`config.mk`:
```
export PLATFORM = sky130hd
export DESIGN_NAME = kplic_gateway
export DESIGN_NICKNAME = d
export VERILOG_FILES = /design/src/rtl/kplic_gateway_pkg.sv /design/src/rtl/kplic_gateway_cell.sv /design/src/rtl/kplic_gateway.sv
export SDC_FILE = /design/constraint.sdc
export NUM_CORES = 1
export LEC_CHECK = 0
export CAP_MARGIN = 15
export CELL_PAD_IN_SITES_DETAIL_PLACEMENT = 1
export CELL_PAD_IN_SITES_GLOBAL_PLACEMENT = 1
export CORE_ASPECT_RATIO = 0.6
export CORE_MARGIN = 3
export CORE_UTILIZATION = 35
export DETAILED_ROUTE_END_ITERATION = 7
export PLACE_DENSITY_LB_ADDON = 0.1
export SLEW_MARGIN = 20
export SYNTH_ARGS = -nofsm -noshare
export SYNTH_HDL_FRONTEND = slang
export SYNTH_SLANG_ARGS = --single-unit
```
`constraint.sdc`:
```
create_clock -name kplic_clk -period 4 [get_ports kplic_clk]
set_input_delay 0.4 -clock kplic_clk [delete_from_list [all_inputs] [get_ports kplic_clk]]
set_output_delay 0.4 -clock kplic_clk [all_outputs]
set_load 0.03 [all_outputs]
```
`src/rtl/kplic_gateway_pkg.sv`:
```
// kplic_gateway_pkg: shared sizing defaults and the per-source gateway
// state encoding used by kplic_gateway and kplic_gateway_cell.
package kplic_gateway_pkg;

    // Default number of interrupt sources and the width of a source ID.
    localparam int KPLIC_INT_NUM    = 32;
    localparam int KPLIC_INT_WIDTH  = 5;

    // Default width of the per-source queued-edge counter.
    localparam int KPLIC_EDGE_CNT_W = 2;

    // Gateway FSM states. The encoding is fixed because the core and the
    // register file decode pending/in-service directly from it.
    typedef enum logic [1:0] {
        GW_IDLE       = 2'd0,
        GW_PENDING    = 2'd1,
        GW_IN_SERVICE = 2'd2
    } gw_state_e;

endpackage

```
`src/rtl/kplic_gateway_cell.sv`:
```
// kplic_gateway_cell: one interrupt source. Optional input synchronizer,
// rising-edge detect, IDLE/PENDING/IN_SERVICE FSM and a saturating
// queued-edge counter.
// Build option: KPLIC_GW_SYNC_EN adds a two-flop synchronizer on src_i.
//
// Strobe semantics: claim_i and completion_i are single-cycle strobes that
// act on the clock edge where they are sampled high; there is no
// back-pressure, so a strobe that finds the FSM in the wrong state is
// simply ignored.
module kplic_gateway_cell
    import kplic_gateway_pkg::*;
#(
    parameter int EDGE_CNT_W = KPLIC_EDGE_CNT_W
) (
    input  logic      kplic_clk,
    input  logic      kplic_rst,
    input  logic      src_i,
    input  logic      type_i,
    input  logic      enable_i,
    input  logic      claim_i,
    input  logic      completion_i,
    output gw_state_e state_o
);

    localparam logic [EDGE_CNT_W-1:0] CNT_MAX = '1;
    localparam logic [EDGE_CNT_W-1:0] CNT_ONE = EDGE_CNT_W'(1);

    logic                  s;
    logic                  s_d_q;
    logic                  rise;
    logic                  req;
    logic                  queue_ok;
    gw_state_e             state_q, state_d;
    logic [EDGE_CNT_W-1:0] cnt_q, cnt_d;

`ifdef KPLIC_GW_SYNC_EN
    logic sync1_q;
    logic sync2_q;

    // Two-flop synchronizer: src_i may be asynchronous to kplic_clk.
    always_ff @(posedge kplic_clk) begin
        if (kplic_rst) begin
            sync1_q <= 1'b0;
            sync2_q <= 1'b0;
        end else begin
            sync1_q <= src_i;
            sync2_q <= sync1_q;
        end
    end

    assign s = sync2_q;
`else
    // Without the synchronizer src_i must already be synchronous.
    assign s = src_i;
`endif

    // One-cycle delayed sample for edge detection; reset to 0 so a line
    // that is already high at reset release is seen as a rise.
    always_ff @(posedge kplic_clk) begin
        if (kplic_rst) begin
            s_d_q <= 1'b0;
        end else begin
            s_d_q <= s;
        end
    end

    assign rise     = s & ~s_d_q;
    assign req      = enable_i & (type_i ? rise : s);
    assign queue_ok = type_i & enable_i;

    // State and queued-edge counter registers.
    always_ff @(posedge kplic_clk) begin
        if (kplic_rst) begin
            state_q <= GW_IDLE;
            cnt_q   <= '0;
        end else begin
            state_q <= state_d;
            cnt_q   <= cnt_d;
        end
    end

    // Next-state: a fresh request wins over draining the edge queue in
    // IDLE, so a new edge and a queued edge are never merged into one.
    always_comb begin
        state_d = state_q;
        cnt_d   = cnt_q;
        case (state_q)
            GW_IDLE: begin
                if (req) begin
                    state_d = GW_PENDING;
                end else if (queue_ok && (cnt_q != '0)) begin
                    state_d = GW_PENDING;
                    cnt_d   = cnt_q - CNT_ONE;
                end
            end
            GW_PENDING: begin
                if (claim_i) begin
                    state_d = GW_IN_SERVICE;
                end
                if (queue_ok && rise && (cnt_q != CNT_MAX)) begin
                    cnt_d = cnt_q + CNT_ONE;
                end
            end
            GW_IN_SERVICE: begin
                if (completion_i) begin
                    state_d = GW_IDLE;
                end
                if (queue_ok && rise && (cnt_q != CNT_MAX)) begin
                    cnt_d = cnt_q + CNT_ONE;
                end
            end
            default: begin
                state_d = GW_IDLE;
                cnt_d   = '0;
            end
        endcase
        // Level sources never queue edges.
        if (!type_i) begin
            cnt_d = '0;
        end
    end

    assign state_o = state_q;

endmodule

```
`src/rtl/kplic_gateway.sv`:
```
// kplic_gateway: per-source interrupt gateway array of the KPLIC. Decodes
// the claimed ID into a one-hot claim vector and instantiates one
// kplic_gateway_cell per source; pending/in-service are decoded from the
// registered cell states.
// Build option: KPLIC_GW_SYNC_EN enables the per-source input synchronizer.
module kplic_gateway
    import kplic_gateway_pkg::*;
#(
    parameter int INT_NUM    = KPLIC_INT_NUM,
    parameter int INT_WIDTH  = KPLIC_INT_WIDTH,
    parameter int EDGE_CNT_W = KPLIC_EDGE_CNT_W
) (
    input  logic                 kplic_clk,
    input  logic                 kplic_rst,
    input  logic [INT_NUM-1:0]   int_src,
    input  logic [INT_NUM-1:0]   int_type,
    input  logic [INT_NUM-1:0]   int_enable,
    input  logic                 int_claim,
    input  logic [INT_WIDTH-1:0] claim_id,
    input  logic [INT_NUM-1:0]   int_completion,
    output logic [INT_NUM-1:0]   int_pending,
    output logic [INT_NUM-1:0]   int_in_service
);

    logic [INT_NUM-1:0] claim_vec;
    gw_state_e          cell_state [INT_NUM];

    // One-hot claim decode; IDs at or above INT_NUM match no source.
    always_comb begin
        claim_vec = '0;
        for (int i = 0; i < INT_NUM; i++) begin
            claim_vec[i] = int_claim && (claim_id == INT_WIDTH'(i));
        end
    end

    for (genvar g = 0; g < INT_NUM; g++) begin : g_cell
        kplic_gateway_cell #(
            .EDGE_CNT_W (EDGE_CNT_W)
        ) u_cell (
            .kplic_clk    (kplic_clk),
            .kplic_rst    (kplic_rst),
            .src_i        (int_src[g]),
            .type_i       (int_type[g]),
            .enable_i     (int_enable[g]),
            .claim_i      (claim_vec[g]),
            .completion_i (int_completion[g]),
            .state_o      (cell_state[g])
        );

        assign int_pending[g]    = (cell_state[g] == GW_PENDING);
        assign int_in_service[g] = (cell_state[g] == GW_IN_SERVICE);
    end

endmodule

```
==> results of run 1 <==
-- sequential cells by signal, summed over array words and instances, names as in the netlist --
| name | flops |
|---|---|
| g_cell.u_cell.cnt_q | 64 |
| g_cell.u_cell.s_d_q | 32 |
| g_cell.u_cell.state_o | 64 |
-- critical path: stages, from the launching register on --
cell                              delay, ns
sky130_fd_sc_hd__dfxtp_1               0.35
sky130_fd_sc_hd__inv_1                 0.12
sky130_fd_sc_hd__ha_1                  0.26
sky130_fd_sc_hd__clkdlybuf4s50_1       0.71
-- metal layers --
metal	share of wire, %	wire length, um	global-route usage [%]	vias to the layer above
li1	-	-	-	5332
met1	51	18300	26.8	4996
met2	44	15800	30.6	138
met3	3.2	1160	3.24	35
met4	1.5	526	4.95	4
met5	0.075	27	0	-
-- power by group --
group	total [W]	switching (W)	internal, W
clock	0.00181	0.000702	0.00111
combinational	0.00487	0.00272	0.00215
sequential	0.00236	0.000412	0.00195
-- Yosys cell counts (all sizes together), types with 33 or more instances --
master / n / area (sq um)
dfxtp: 160 / 3200
nor2: 96 / 360
nand2b: 162 / 1010
or4b: 33 / 334
mux2i: 64 / 641
nand2: 97 / 364
a21oi: 64 / 320
inv: 96 / 360
ha: 158 / 1980
-- worst max-delay path by stage --
| stage | endpoint |
|---|---|
| after floorplan | g_cell[0].u_cell.state_o[0] |
| after global routing | g_cell[9].u_cell.state_o[1] |
| final | int_pending[3] |
| after global placement | g_cell[9].u_cell.state_o[1] |
| after detailed placement | g_cell[11].u_cell.state_o[0] |
| after CTS | int_pending[3] |
-- through the flow --
step	cells	total power, W	instance area [sq um]
2_1_floorplan	1410	0.00595	12200
3_3_place_gp	2013	0.00711	14500
3_5_place_dp	2013	0.00725	14500
4_1_cts	2044	0.00913	15100
5_1_grt	2044	0.00978	15100
6_report	2044	0.00904	15100
-- cell families after synthesis --
| group | count (synthesis) | synth area share (%) |
|---|---|---|
| fa+ha+maj | 158 | 16.2 |
| simple gates | 588 | 29.0 |
| compound gates | 256 | 15.5 |
| mux | 64 | 5.24 |
| buf+inv | 152 | 5.65 |
| flops | 160 | 26.2 |
| xor+xnor | 32 | 2.29 |
-- area by class of cell --
| class | instances | area, sq um | share of cell area, % |
|---|---|---|---|
| Multi-Input combinational cell | 1098 | 8330 | 55.2 |
| Sequential cell | 160 | 3200 | 21.2 |
| Timing Repair Buffer | 200 | 2010 | 13.3 |
| Tap cell | 459 | 574 | 3.80 |
| Clock buffer | 26 | 499 | 3.31 |
| Inverter | 96 | 360 | 2.39 |
| Clock inverter | 5 | 125 | 0.828 |
==> summary.txt, run 1 <==
Setup path
  – Worst setup EP type: output pin
  – Maximum fanout encountered on the critical timing path: 4
  – Setup CP Type: flip-flop to output pin
  – Startpoint of the worst setup timing path: g_cell[3].u_cell.state_o[1]
  – Slack of the worst reg-to-reg path: 2.12 ns
  – R2r startpoint: g_cell[17].u_cell.state_o[0]
  – Worst reg2reg path depth: 5
  – Required time of the worst setup path: about 3.6 ns
  – Arrival time of data at the critical path endpoint: 1.88 ns
  – Worst reg2reg endpoint: g_cell[17].u_cell.cnt_q[1]
  – Startpoint type of the worst setup path: flip-flop

Layout
  – Fillcell total: between 4000 and 5000
  – Commonest cells after routing, fill and taps aside: 198 x sky130_fd_sc_hd__clkdlybuf4s50_1, 162 x sky130_fd_sc_hd__nand2b_1, 160 x sky130_fd_sc_hd__dfxtp_1
  – Diode count: 0
  – Count of nets after finishing: 1867
  – Share of final-layout standard cells stronger than drive strength 1: roughly 2.1%
  – Area growth from synthesis to layout: 23.5%
  – Final Core Density: about 44%
  – Most common cell after layout, fill and taps aside: sky130_fd_sc_hd__clkdlybuf4s50_1

Timing
  – Setup violators final: 0
  – Setup repair after global routing missed its margin: no
  – Final Slew Violations: 0
  – Final setup TNS: 0 ns
  – Min Hold Slack: 0.469 ns
  – Share of the clock period used by the worst path: between 50% and 60%
  – Worst Setup Slack, final: between 1.5 and 2 ns
  – Minimum clock period after layout: between 2 and 2.5 ns
  – Slew at the pin closest to its max-slew limit: 0.803 ns
  – Headroom to the max-slew limit: a little under half
  – FMAX: around 0.44 GHz
  – Setup clock skew after layout: roughly 0.0069 ns
  – Final hold viol count: 0

CTS
  – Clock tree root driver cell: sky130_fd_sc_hd__clkbuf_16
  – TritonCTS clock tree: yes
  – Number of gates given a new drive strength after cts: 0
  – Number of clock buffers inserted by TritonCTS: 17
  – # clock sinks: 160
  – Clock latency reported for the late side of the worst-skew pair: roughly 0.44 ns
  – Number of setup buffers added after CTS: 0
  – Reg clk slew, reported paths: 0.06 ns
  – Longest Clk Path Bufs: 2
  – CTS hold repair buffers: 0
  – Level count of the clock H-tree: 4

Synth
  – Number of enable flip-flop cells after synthesis: 0
  – Register bit total from synthesis: between 150 and 200
  – Synth async-reset ratio: 0%
  – Register area share after synthesis: 26.2%
  – Cell area after synthesis: 12200 sq um
  – Ys Warns: 0
  – Gate count after technology mapping: between 1000 and 1500
  – Number of different library cells in the post-synthesis netlist: 32
  – Average size of a mapped cell: 8.67 sq um
  – Synthesized net count: ~1700
  – Top_reg_cell synth: sky130_fd_sc_hd__dfxtp_1

Routing
  – Vias after detailed routing: approximately 11000
  – Router iterations before antenna repair: 5
  – DRT iter0 DRCs: between 500 and 600
  – Antenna Violating Nets Remaining: 0
  – Final routed wirelength across all metal layers: about 36000 um
  – Wire per inst: roughly 17 um
  – Post-DR vias/cell: 5.14
  – DRC Markers: 0

Hold path
  – Hold wc startpoint: kplic_rst
  – Depth of the worst hold-timing path: 2
  – Worst hold path type: input port to flip-flop
  – Endpoint of the worst hold path: g_cell[25].u_cell.s_d_q

Die
  – Die width: about 250 um
  – Number of cell rows: between 50 and 60
  – Initial standard-cell utilization of the core: 35.9%
  – Boundary Pins: 200
  – Height of the die: 151 um
  – Placeable core area: 34100 sq um
  – Overall die area: 37300 sq um

Placement
  – Number of buffers inserted by port buffering: just under 200
  – Detailed placement HPWL: 27900 um
  – Final Wtd Congestion: roughly 0.81
  – Setup slack at placement: around 1.2 ns

Global routing
  – Initial antenna violation count: 2
  – Congestion Overflow GR: 0
  – First-pass GRT wire length: 57100 um
  – Number of global-route vias before repair: around 11000
  – Pin count of the biggest net entering global routing: 128
  – Global-route usage over all layers: about a fifth

Power and ir drop
  – Largest vdd supply drop: ~0.00035 V
  – Power density cells: roughly 600 nW/um^2
  – Leakage power figure: approximately 6 nW

Outcome
  – Outcome: complete, no violations

Flow run
  – Count of max-cap constraint violations: 0
No activity file was read; power rests on OpenSTA's default activity.
==> run 2, diff against run 1 <==
- clock period: 4 -> 1.9 ns (I/O delays scaled with it)
==> summary.txt, run 2 (same netlist as run 1, synthesis figures left out) <==
Timing
  – FMAX: around 0.56 GHz
  – Worst Setup Slack, final: 0.100 ns (-1.62 ns)
  – Setup clock skew after layout: 0.00941 ns (+0.00249 ns)
  – Setup repair after global routing missed its margin: no
  – Setup violators final: 0 (unchanged)
  – Slew at the pin closest to its max-slew limit: 0.510 ns (-0.294 ns)
  – Final hold viol count: 0 (unchanged)
  – Minimum clock period after layout: about 1.8 ns
  – Headroom to the max-slew limit: 65.7% (+19 points)
  – Share of the clock period used by the worst path: a little over nine tenths
  – Final Slew Violations: 0 (unchanged)

Layout
  – Diode count: 0 (unchanged)
  – Share of final-layout standard cells stronger than drive strength 1: 7.56% (+5.5 points)
  – Most common cell after layout, fill and taps aside: sky130_fd_sc_hd__nand2b_1
  – Area growth from synthesis to layout: 27.6%
  – Count of nets after finishing: 1934 (+3.6%)
  – Commonest cells after routing, fill and taps aside: 162 x sky130_fd_sc_hd__nand2b_1, 158 x sky130_fd_sc_hd__ha_1, 143 x sky130_fd_sc_hd__dfxtp_1

CTS
  – Level count of the clock H-tree: 4 (unchanged)
  – TritonCTS clock tree: yes
  – Number of clock buffers inserted by TritonCTS: 17 (unchanged)
  – Longest Clk Path Bufs: 2 (unchanged)
  – CTS hold repair buffers: 0 (unchanged)
  – Reg clk slew, reported paths: 0.07 ns (about the same)
  – Clock latency reported for the late side of the worst-skew pair: 0.44 ns (about the same)
  – # clock sinks: 160 (unchanged)
  – Clock tree root driver cell: sky130_fd_sc_hd__clkbuf_16

Die
  – Number of cell rows: 52 (unchanged)
  – Boundary Pins: 200 (unchanged)
  – Die width: 247 um (unchanged)
  – Height of the die: 151 um (unchanged)
  – Placeable core area: 34100 sq um (unchanged)
  – Initial standard-cell utilization of the core: 35.9% (unchanged)
  – Overall die area: 37300 sq um (unchanged)

Setup path
  – Startpoint type of the worst setup path: flip-flop
  – Cell family with most CP delay: simple AND/OR/NAND/NOR gates
  – Setup CP Type: flip-flop to flip-flop
  – Maximum fanout encountered on the critical timing path: 4 (unchanged)
  – Required time of the worst setup path: 2.27 ns (-1.33 ns)
  – Slowest library cell on the worst path: sky130_fd_sc_hd__or4_1
  – R2r startpoint: g_cell[30].u_cell.state_o[1]
  – Highest cell delay on the worst timing path: 0.55 ns (-0.16 ns)
  – Sum of buffers and inverters on the critical path: 1 (-1)
  – Cell chain of the critical path: inv_1 -> ha_1 -> a21boi_0 -> or4_1 -> a21oi_1
  – Worst reg2reg path depth: 5 (unchanged)
  – Worst setup EP type: flip-flop
  – Arrival time of data at the critical path endpoint: 2.17 ns (+0.29 ns)
  – Startpoint of the worst setup timing path: g_cell[30].u_cell.state_o[1]
  – Logic depth of the worst setup path including buffers: 5 (+2)

Global routing
  – Global-route usage over all layers: 19.8% (+0.71 points)
  – Initial antenna violation count: 2 (unchanged)
  – Number of global-route vias before repair: 11162 (+4.7%)
  – GR Util met2: 32.6% (+2.0 points)
  – Congestion Overflow GR: 0 (unchanged)
  – Gr busiest metal: met2
  – First-pass GRT wire length: 59100 um (+3.6%)
  – Global routing usage on met3: 3.77% (+0.53 points)
  – Pin count of the biggest net entering global routing: 132 (+3.1%)
  – Met1 Use GR: 27.4% (+0.54 points)

Power and ir drop
  – Post-layout power: 0.0194 W (+110%)
  – Power density cells: 1250 nW/um^2 (+110%)
  – Leakage power figure: 6.47 nW (+10%)
  – Largest vdd supply drop: 0.000687 V (+95%)

Routing
  – Final routed wirelength across all metal layers: 36800 um (+2.9%)
  – DRT iter0 DRCs: 426 (-21%)
  – Vias after detailed routing: 10839 (+3.2%)
  – Post-DR vias/cell: 5.13 (-0.14%)
  – Router iterations before antenna repair: 4 (-1)
  – Wire per inst: 17.4 um (-0.39%)
  – Antenna Violating Nets Remaining: 0 (unchanged)
  – DRC Markers: 0 (unchanged)

Hold path
  – Hold wc startpoint: kplic_rst
  – Worst hold path type: input port to flip-flop
  – Depth of the worst hold-timing path: 3 (+1)

Placement
  – Number of buffers inserted by port buffering: 199 (unchanged)
  – Final Wtd Congestion: 0.784 (-2.8%)
  – Setup slack at placement: -0.198 ns (-1.43 ns)
  – Detailed placement HPWL: 28600 um (+2.7%)

Outcome
  – Outcome: complete, no violations

Flow run
  – Count of max-cap constraint violations: 0 (unchanged)
[run 2: area by class of cell]
class                   count  area (sq um)
well taps                 459           574
fillers                  4069         18500
flip-flops and latches    160          3220
clock inverters            13           185
clock buffers              19           443
inverters                  96           360
repair buffers            267          2460
multi-input cells        1098          8360
[run 2: power by group]
part | switching, W | internal [W]
sequential | 0.000855 | 0.00412
combinational | 0.00585 | 0.00479
clock | 0.00158 | 0.00224
total | 0.00828 | 0.0112
[run 2: routing by layer]
metal / up-vias / routed length (um)
met5: - / 31
met1: 5218 / 18500
met3: 25 / 1190
li1: 5464 / -
met2: 128 / 16700
met4: 4 / 410
[run 2: what timing repair did]
item                                    CTS  global route
endpoints found under the setup margin   64            20
gates resized for setup                  64            20
buffers inserted                          0             0
[run 2: worst reg2reg max path, cell delays in order (launching register included)]
cell,delay [ns]
sky130_fd_sc_hd__dfxtp_1,0.40
sky130_fd_sc_hd__inv_1,0.11
sky130_fd_sc_hd__ha_1,0.32
sky130_fd_sc_hd__a21boi_0,0.20
sky130_fd_sc_hd__or4_1,0.55
sky130_fd_sc_hd__a21oi_1,0.16
[run 2: metrics by stage]
stage	hold WS, ns	cells	util (%)	setup TNS (ns)	cell area, sq um
after floorplan	0.318	1410	-	0	12200
after global placement	0.490	2080	44.0	-3.10	15000
after detailed placement	0.494	2080	44.0	-6.85	15000
after CTS	0.201	2112	45.6	0	15600
after global routing	0.232	2112	45.8	0	15600
final	0.208	2112	45.8	0	15600
[run 2: final timing paths]
path	slack, ns	to
hold reg to reg	0.50	g_cell[6].u_cell.state_o[0]
hold / removal	0.21	g_cell[25].u_cell.s_d_q
setup reg to reg	0.1	g_cell[30].u_cell.cnt_q[1]
setup / recovery	0.1	g_cell[30].u_cell.cnt_q[1]
==> run 3, diff against run 2 <==
- CAP_MARGIN: 15 -> 20
- SETUP_SLACK_MARGIN: unset -> 0.02
==> summary.txt, run 3 (same netlist as run 1, synthesis figures left out) <==
Layout
  – Diode count: 0 (unchanged)
  – Count of nets after finishing: 1934 (unchanged)
  – Fillcell total: 4066 (-0.074%)
  – Final Core Density: 45.8% (+0.051 points)
  – Commonest cells after routing, fill and taps aside: 162 x sky130_fd_sc_hd__nand2b_1, 158 x sky130_fd_sc_hd__ha_1, 134 x sky130_fd_sc_hd__clkdlybuf4s50_1
  – Share of final-layout standard cells stronger than drive strength 1: 8.35% (+0.79 points)
  – Area growth from synthesis to layout: 27.7%
  – Cell area after layout: 15600 sq um (+0.11%)
  – Most common cell after layout, fill and taps aside: sky130_fd_sc_hd__nand2b_1

Global routing
  – Congestion Overflow GR: 0 (unchanged)
  – Number of global-route vias before repair: 11162 (unchanged)
  – Global-route usage over all layers: 19.8% (unchanged)
  – First-pass GRT wire length: 59100 um (unchanged)
  – Pin count of the biggest net entering global routing: 132 (unchanged)
  – Initial antenna violation count: 2 (unchanged)

Setup path
  – Maximum fanout encountered on the critical timing path: 4 (unchanged)
  – Worst setup EP type: flip-flop
  – Required time of the worst setup path: 2.27 ns (about the same)
  – Setup CP Type: flip-flop to flip-flop
  – Startpoint type of the worst setup path: flip-flop
  – Arrival time of data at the critical path endpoint: 2.17 ns (about the same)

Die
  – Placeable core area: 34100 sq um (unchanged)
  – Initial standard-cell utilization of the core: 35.9% (unchanged)
  – Height of the die: 151 um (unchanged)
  – Boundary Pins: 200 (unchanged)
  – Overall die area: 37300 sq um (unchanged)
  – Die width: 247 um (unchanged)
  – Number of cell rows: 52 (unchanged)

Routing
  – Router iterations before antenna repair: 4 (unchanged)
  – Wire per inst: 17.4 um (+0.12%)
  – Vias after detailed routing: 10844 (+0.046%)
  – DRC Markers: 0 (unchanged)
  – Post-DR vias/cell: 5.13 (about the same)
  – Antenna Violating Nets Remaining: 0 (unchanged)
  – Final routed wirelength across all metal layers: 36900 um (+0.12%)
  – DRT iter0 DRCs: 434 (+1.9%)

CTS
  – TritonCTS clock tree: yes
  – Clock tree root driver cell: sky130_fd_sc_hd__clkbuf_16
  – Number of clock buffers inserted by TritonCTS: 17 (unchanged)
  – Reg clk slew, reported paths: 0.07 ns (about the same)
  – Level count of the clock H-tree: 4 (unchanged)
  – # clock sinks: 160 (unchanged)
  – CTS hold repair buffers: 0 (unchanged)
  – Clock latency reported for the late side of the worst-skew pair: 0.44 ns (about the same)
  – Longest Clk Path Bufs: 2 (unchanged)

Timing
  – Headroom to the max-slew limit: 65.6% (-0.13 points)
  – Final hold viol count: 0 (unchanged)
  – FMAX: 0.556 GHz (about the same)
  – Setup repair after global routing missed its margin: no
  – Setup violators final: 0 (unchanged)
  – Worst Setup Slack, final: 0.101 ns (+0.000703 ns)
  – Min Hold Slack: 0.209 ns (+0.00113 ns)
  – Slew at the pin closest to its max-slew limit: 0.512 ns (+0.00196 ns)
  – Final Slew Violations: 0 (unchanged)
  – Share of the clock period used by the worst path: 94.7% (about the same)
  – Setup clock skew after layout: 0.00924 ns (-0.000168 ns)
  – Minimum clock period after layout: 1.80 ns (-0.000703 ns)

Placement
  – Detailed placement HPWL: 28600 um (unchanged)
  – Final Wtd Congestion: 0.784 (unchanged)
  – Setup slack at placement: -0.198 ns (unchanged)
  – Number of buffers inserted by port buffering: 199 (unchanged)
  – Placement Cell Area: 15000 sq um (unchanged)

Power and ir drop
  – Post-layout power: 0.0195 W (+0.19%)
  – Largest vdd supply drop: 0.000684 V (-0.43%)
  – Leakage power figure: 6.47 nW (about the same)
  – Power density cells: 1250 nW/um^2 (about the same)

Flow run
  – Count of max-cap constraint violations: 0 (unchanged)

Hold path
  – Worst hold path type: input port to flip-flop

Outcome
  – Outcome: complete, no violations
run 3: cell types whose count changed in the layout (fill, tap and decap cells not counted):
cell                              change
sky130_fd_sc_hd__dfxtp_1             -13
sky130_fd_sc_hd__dfxtp_2             +13
sky130_fd_sc_hd__a21boi_0             -1
sky130_fd_sc_hd__a21boi_1             +1
sky130_fd_sc_hd__clkdlybuf4s15_1      +1
sky130_fd_sc_hd__dlygate4sd2_1        -1
run 3: worst paths after layout:
path,depth (start not counted),startpoint,to,slack (ns)
hold reg to reg,2,g_cell[8].u_cell.state_o[0],g_cell[8].u_cell.state_o[0],0.50
setup / recovery,5,g_cell[7].u_cell.state_o[1],g_cell[7].u_cell.cnt_q[1],0.10
hold / removal,3,kplic_rst,g_cell[25].u_cell.s_d_q,0.21
setup reg to reg,5,g_cell[7].u_cell.state_o[1],g_cell[7].u_cell.cnt_q[1],0.10
run 3: repair_timing:
item / in CTS / in global routing
buffers inserted: 0 / 0
gates resized for setup: 64 / 35
pin swaps: 0 / 0
endpoints found under the setup margin: 64 / 36
run 3: through the flow:
step | TNS [ns] | instances
6_report | 0 | 2112
5_1_grt | 0 | 2112
4_1_cts | 0 | 2112
3_5_place_dp | -6.85 | 2080
3_3_place_gp | -3.10 | 2080
2_1_floorplan | 0 | 1410
run 3: worst max-delay path: stages, from the launching register on:
cell and delay (ns):
sky130_fd_sc_hd__dfxtp_2 0.37, sky130_fd_sc_hd__inv_1 0.09, sky130_fd_sc_hd__ha_1 0.32, sky130_fd_sc_hd__a21boi_0 0.20, sky130_fd_sc_hd__or4_1 0.58, sky130_fd_sc_hd__a21oi_1 0.17
run 3: area by class of cell:
type	count	area [sq um]	share of cell area (%)
multi-input cells	1098	8360	53.5
flip-flops and latches	160	3240	20.7
repair buffers	267	2460	15.7
well taps	459	574	3.68
clock buffers	19	443	2.84
inverters	96	360	2.31
clock inverters	13	185	1.19
run 3: routing by layer:
layer | GRT usage [%] | part of all wire, %
met5 | 0 | 0.084
met4 | 3.85 | 1.1
met3 | 3.77 | 3.0
met2 | 32.6 | 45
met1 | 27.4 | 51
run 3: where the power goes:
| part | leakage (nW) | switching (W) | total [W] | internal (W) |
|---|---|---|---|---|
| logic | 4.84 | 0.00586 | 0.0106 | 0.00479 |
| clock network | 0.304 | 0.00158 | 0.00382 | 0.00224 |
| registers | 1.32 | 0.000854 | 0.00500 | 0.00415 |
